$ cat src/rtl/mem_responder.sv
// mem_responder: word-organised memory target with a req/ready handshake
// and a programmable number of wait states between acceptance and response.
module mem_responder #(
    parameter int AW   = 6,
    parameter int WAIT = 2
) (
    input  logic        clk,
    input  logic        reset,
    input  logic        MemReq,
    input  logic        MemWrite,
    input  logic [31:0] Adr,
    input  logic [31:0] WriteData,
    output logic [31:0] ReadData,
    output logic        MemReady,
    output logic        MemErr
);
    typedef enum logic [1:0] {IDLE, WAITST, DONE} state_t;
    state_t      state;
    logic [3:0]  cnt;
    logic [31:0] adr_q, wd_q;
    logic        we_q;
    logic [31:0] mem [2**AW];
    logic        accept, go_done, c_we, c_err;
    logic [31:0] c_adr, c_wd;
    logic [AW-1:0] idx;
    // With WAIT=0 the access completes on the accepting edge, so it must use the live inputs.
    assign accept  = (state != WAITST) && MemReq;
    assign go_done = accept ? (WAIT == 0) : (state == WAITST && cnt == 4'd1);
    assign c_adr   = accept ? Adr : adr_q;
    assign c_wd    = accept ? WriteData : wd_q;
    assign c_we    = accept ? MemWrite : we_q;
    assign c_err   = (c_adr >> (AW + 2)) != 32'd0;
    assign idx     = c_adr[AW+1:2];
    always_ff @(posedge clk or negedge reset) begin
        if (!reset) begin
            state    <= IDLE;
            cnt      <= 4'd0;
            adr_q    <= 32'd0;
            wd_q     <= 32'd0;
            we_q     <= 1'b0;
            MemReady <= 1'b0;
            MemErr   <= 1'b0;
            ReadData <= 32'd0;
        end else begin
            MemReady <= go_done;
            MemErr   <= go_done && c_err;
            if (go_done && !c_we) ReadData <= c_err ? 32'd0 : mem[idx];
            if (accept) begin
                adr_q <= Adr;
                wd_q  <= WriteData;
                we_q  <= MemWrite;
                cnt   <= 4'(WAIT);
                state <= (WAIT == 0) ? DONE : WAITST;
            end else if (state == WAITST) begin
                cnt <= cnt - 4'd1;
                if (cnt == 4'd1) state <= DONE;
            end else begin
                state <= IDLE;
            end
        end
    end
    always_ff @(posedge clk) begin
        if (reset && go_done && c_we && !c_err) mem[idx] <= c_wd;
    end
endmodule

$ cat config.mk
export PLATFORM = sky130hd
export DESIGN_NAME = mem_responder
export DESIGN_NICKNAME = d
export VERILOG_FILES = /design/src/rtl/mem_responder.sv
export SDC_FILE = /design/constraint.sdc
export NUM_CORES = 2
export LEC_CHECK = 0
export BUFFER_PORTS_ARGS = -buffer_cell sky130_fd_sc_hd__clkbuf_2
export CORE_ASPECT_RATIO = 1.1
export CORE_UTILIZATION = 50
export CTS_BUF_LIST = sky130_fd_sc_hd__clkbuf_8
export DETAILED_ROUTE_END_ITERATION = 12
export GPL_TIMING_DRIVEN = 1
export PLACE_DENSITY_LB_ADDON = 0.3
export SYNTH_ARGS = -nofsm -noshare
export SYNTH_HDL_FRONTEND = slang
export SYNTH_SLANG_ARGS = --single-unit
$ cat constraint.sdc
create_clock -name clk -period 12.3 [get_ports clk]
set_input_delay 2.46 -clock clk [delete_from_list [all_inputs] [get_ports clk]]
set_output_delay 2.46 -clock clk [all_outputs]
set_load 0.01 [all_outputs]
==> results.sh <==
export IMPL_cp_cell_sequence="clkbuf_2 > nand2_8 > mux2i_4 > inv_2 > nand3_2 > buf_4 > nor2_4 > buf_4"
export IMPL_clockPowerShare=0.270
export IMPL_die_y_um=417
export IMPL_tightest_slew_ns=1.34
export IMPL_start_kind="input pin"
export IMPL_path_buf_inv=4
export IMPL_grt_max_degree=119
export IMPL_cts_setup_buffers=0
export IMPL_final_min_clock_period_ns=6.24
export IMPL_async_flop_share=0.0479
export IMPL_gp_congestion=0.866
export IMPL_htreeDepth=5
export IMPL_synth_area_per_cell_sq_um=17.4
export IMPL_syn_nets=4583
export IMPL_switching_power_mw=7.14
export IMPL_holdCritPathClass="flip-flop to flip-flop"
export IMPL_synth_seq_cells=2151
export IMPL_drt_wl_total_mm=251
export IMPL_fmax_mhz=160
export IMPL_cap_violations=0
export IMPL_skew_ns=0.0651
export IMPL_wl_met3_mm=34.6
export IMPL_period_share=0.507
export IMPL_ctsRootBufferMaster="clkbuf_8"
export IMPL_wl_met2_mm=115
export IMPL_final_max_slew_viol_count=0
export IMPL_grt_total_usage=0.313
export IMPL_cp_end_kind="flip-flop"
export IMPL_p_sw_frac=0.346
export IMPL_vias=48222
export IMPL_setup_ws_ns=6.06
export IMPL_final_fill_count=11822
export IMPL_relSlewSlack=0.107
export IMPL_path_clk_slew_ns=0.06
export IMPL_peakVddDrop_mv=0.278
export IMPL_drc=0
export IMPL_grt_pass1_wl_mm=348
export IMPL_drt_met1_wl_mm=88.7
export IMPL_regArea_sq_um=64100
export IMPL_cpMostUsedCell="buf_4"
export IMPL_postSynthCellCount=4513
export IMPL_first_iter_violations=7351
export IMPL_antenna_left=0
export IMPL_ys_warn_count=0
export IMPL_core_sq_um=156000
export IMPL_grt_ovfl_total=0
export IMPL_numCtsBuffers=337
export IMPL_chipWidth_um=380
export IMPL_critPathRequiredTime_ns=12.93
export IMPL_pin_count=102
export IMPL_syn_area_sq_um=78400
export IMPL_io_buffers=99
export IMPL_finalSetupViolations=0
export IMPL_ys_seq_area_frac=0.817
export IMPL_powerDensity_nw_per_um2=235
export IMPL_synthFlopType="edfxtp_1"
export IMPL_critPathTopFamily="buffers and inverters"
export IMPL_path_class="input pin to flip-flop"
export IMPL_synth_edff_count=2048
export IMPL_pwr_share_seq=0.458
export IMPL_power_internal_mw=13.5
export IMPL_crit_fanout=68
export IMPL_clk_latency_ns=1.05
export IMPL_synth_cell_types=79
export IMPL_status="complete, no violations"
export IMPL_rows=152
export IMPL_top_layer="met5"
export IMPL_grt_pass1_vias=46287
export IMPL_finalSetupTns_ns=0
export IMPL_via_per_inst=6.75
export IMPL_cts_tree="yes"
export IMPL_antenna_found_initial=7
export IMPL_hpwlAfterDp_mm=132
export IMPL_comb_power_share=0.272
export IMPL_fin_nets=4877
export IMPL_layout_drive_gt1_share=0.157
export IMPL_cp_slowest_cell="nor2_4"
export IMPL_slowest_delay_ns=0.88
export IMPL_cts_resized=0
export IMPL_ctsHoldBuffers=0
export IMPL_pre_cts_ws_ns=4.83
export IMPL_clock_sinks=2151
export IMPL_start_util=0.503
export IMPL_die_area_sq_um=158000
export IMPL_rsz0062_at_grt="no"
export IMPL_firstDrtPassIters=6
export IMPL_wl_per_cell_um=35.1
export IMPL_p_leak_nw=28.9
export IMPL_cp_arrival_ns=6.87
export IMPL_syn_to_final_growth_pct=12.2
export IMPL_clockBufferDepth=4
export IMPL_hold_viol=0
export IMPL_multiInputGateArea_sq_um=13500
worst min-delay path: cells and delay by family, from the launching register on:
family	cells	cell delay [ns]
and+or+nand+nor	2	0.10
DFF	1	0.34
cells in the mapped netlist (4+ instances only):
library cell     n  area (sq um)
nand2_1        390          1460
a2111oi_0        7          61.3
a211oi_1         5          37.5
o31ai_1        109           818
nand3_1         67           335
a22oi_1          4          30.0
clkbuf_1        55           206
o22a_1         122          1070
buf_4           44           330
a21o_1          10          75.1
and3_1          15          93.8
nor3_1         102           510
dfrtp_1        103          2580
o31a_1           4          35.0
a311o_1          4          40.0
and2_1           8          50.1
o41ai_1         28           245
mux2i_1          9          90.1
o21ai_0         24           120
a21bo_2         11           110
a22o_1          12           105
edfxtp_1      2048         61500
buf_2          147           736
inv_2            5          18.8
buf_1           13          48.8
nor4_1          23           144
nand4_1          9          56.3
o22ai_1        660          4130
a211o_1          6          52.6
a31oi_1         22           138
a21boi_0        12          90.1
inv_1            9          33.8
o2111ai_1       28           245
or3_1           19           119
a21oi_1         50           250
nor2_1         115           432
buf_6           18           203
o221ai_1       129          1130
layer usage:
layer / global-route usage / vias up
li1: - / 19262
met1: 0.414 / 24535
met2: 0.478 / 3805
met3: 0.0896 / 618
met4: 0.153 / 2
met5: 0 / -
sequential cells by signal (all words and copies together) (netlist names):
register  cells
mem        2048
ReadData     32
wd_q         32
adr_q        30
cnt           4
state         2
MemErr        1
MemReady      1
we_q          1
cell type report:
class / instances / area share
diodes: 6 / 0.000171
clock buffers: 365 / 0.0571
clock inverters: 223 / 0.0120
inverters: 15 / 0.000697
multi-input cells: 2070 / 0.153
flip-flops and latches: 2151 / 0.728
well taps: 2079 / 0.0296
repair buffers: 232 / 0.0187
path summary, 6_finish.rpt:
path | start | end | slack [ns] | cells past startpoint
worst max-delay path | MemReq | mem[13][13] | 6.06 | 8
worst min-delay path | adr_q[15] | adr_q[15] | 0.48 | 2
worst max register to register | state[1] | mem[13][13] | 7.25 | 7
worst min register to register | adr_q[15] | adr_q[15] | 0.48 | 2
max in group asynchronous | reset | ReadData[1] | 9.34 | 2
min in group asynchronous | reset | adr_q[27] | 1.42 | 1
metrics by stage:
stage	area [sq um]	power, mW	utilization	hold slack (ns)	cells
CTS	87900	20.5	0.564	0.480	7134
finish	88000	20.6	0.564	0.477	7141
detailed placement	81900	15.1	0.525	0.465	6546
floorplan	78400	12.8	-	0.446	4513
global placement	81900	14.9	0.525	0.460	6546
global route	88000	21.2	0.564	0.505	7136
cell families (layout without fill, tap and decap cells):
logic type,after synthesis,count (layout),share of synthesized area
AO/OA/AOI/OAI,1281,1281,0.116
other,0,6,0
AND/OR/NAND/NOR,774,774,0.0442
multiplexers,13,13,0.00220
flip-flops,2151,2151,0.817
buffers and inverters,292,835,0.0202
adder cells (fa/ha/maj),2,2,0.000319
cells in the final DEF (no fill, tap or decap), drive strengths merged, types with 27 or more instances in the layout:
| cell | n |
|---|---|
| a21oi | 50 |
| inv | 155 |
| o21ai | 27 |
| nor3 | 105 |
| o41ai | 29 |
| clkbuf | 463 |
| o31ai | 109 |
| nand2 | 391 |
| o2111ai | 28 |
| dfrtp | 103 |
| nor2 | 116 |
| buf | 134 |
| nand3 | 67 |
| o22ai | 660 |
| o221ai | 129 |
| edfxtp | 2048 |
| clkinv | 69 |
| o22a | 122 |
power by group through the flow:
stage	logic [mW]	clock network (mW)	registers (mW)
3_5_place_dp	5.45	0	9.60
6_report	5.62	5.56	9.45
2_1_floorplan	3.18	0	9.60
3_3_place_gp	5.34	0	9.59
4_1_cts	5.47	5.57	9.45
5_1_grt	5.80	5.88	9.47
(Power assumes the default switching activity.)
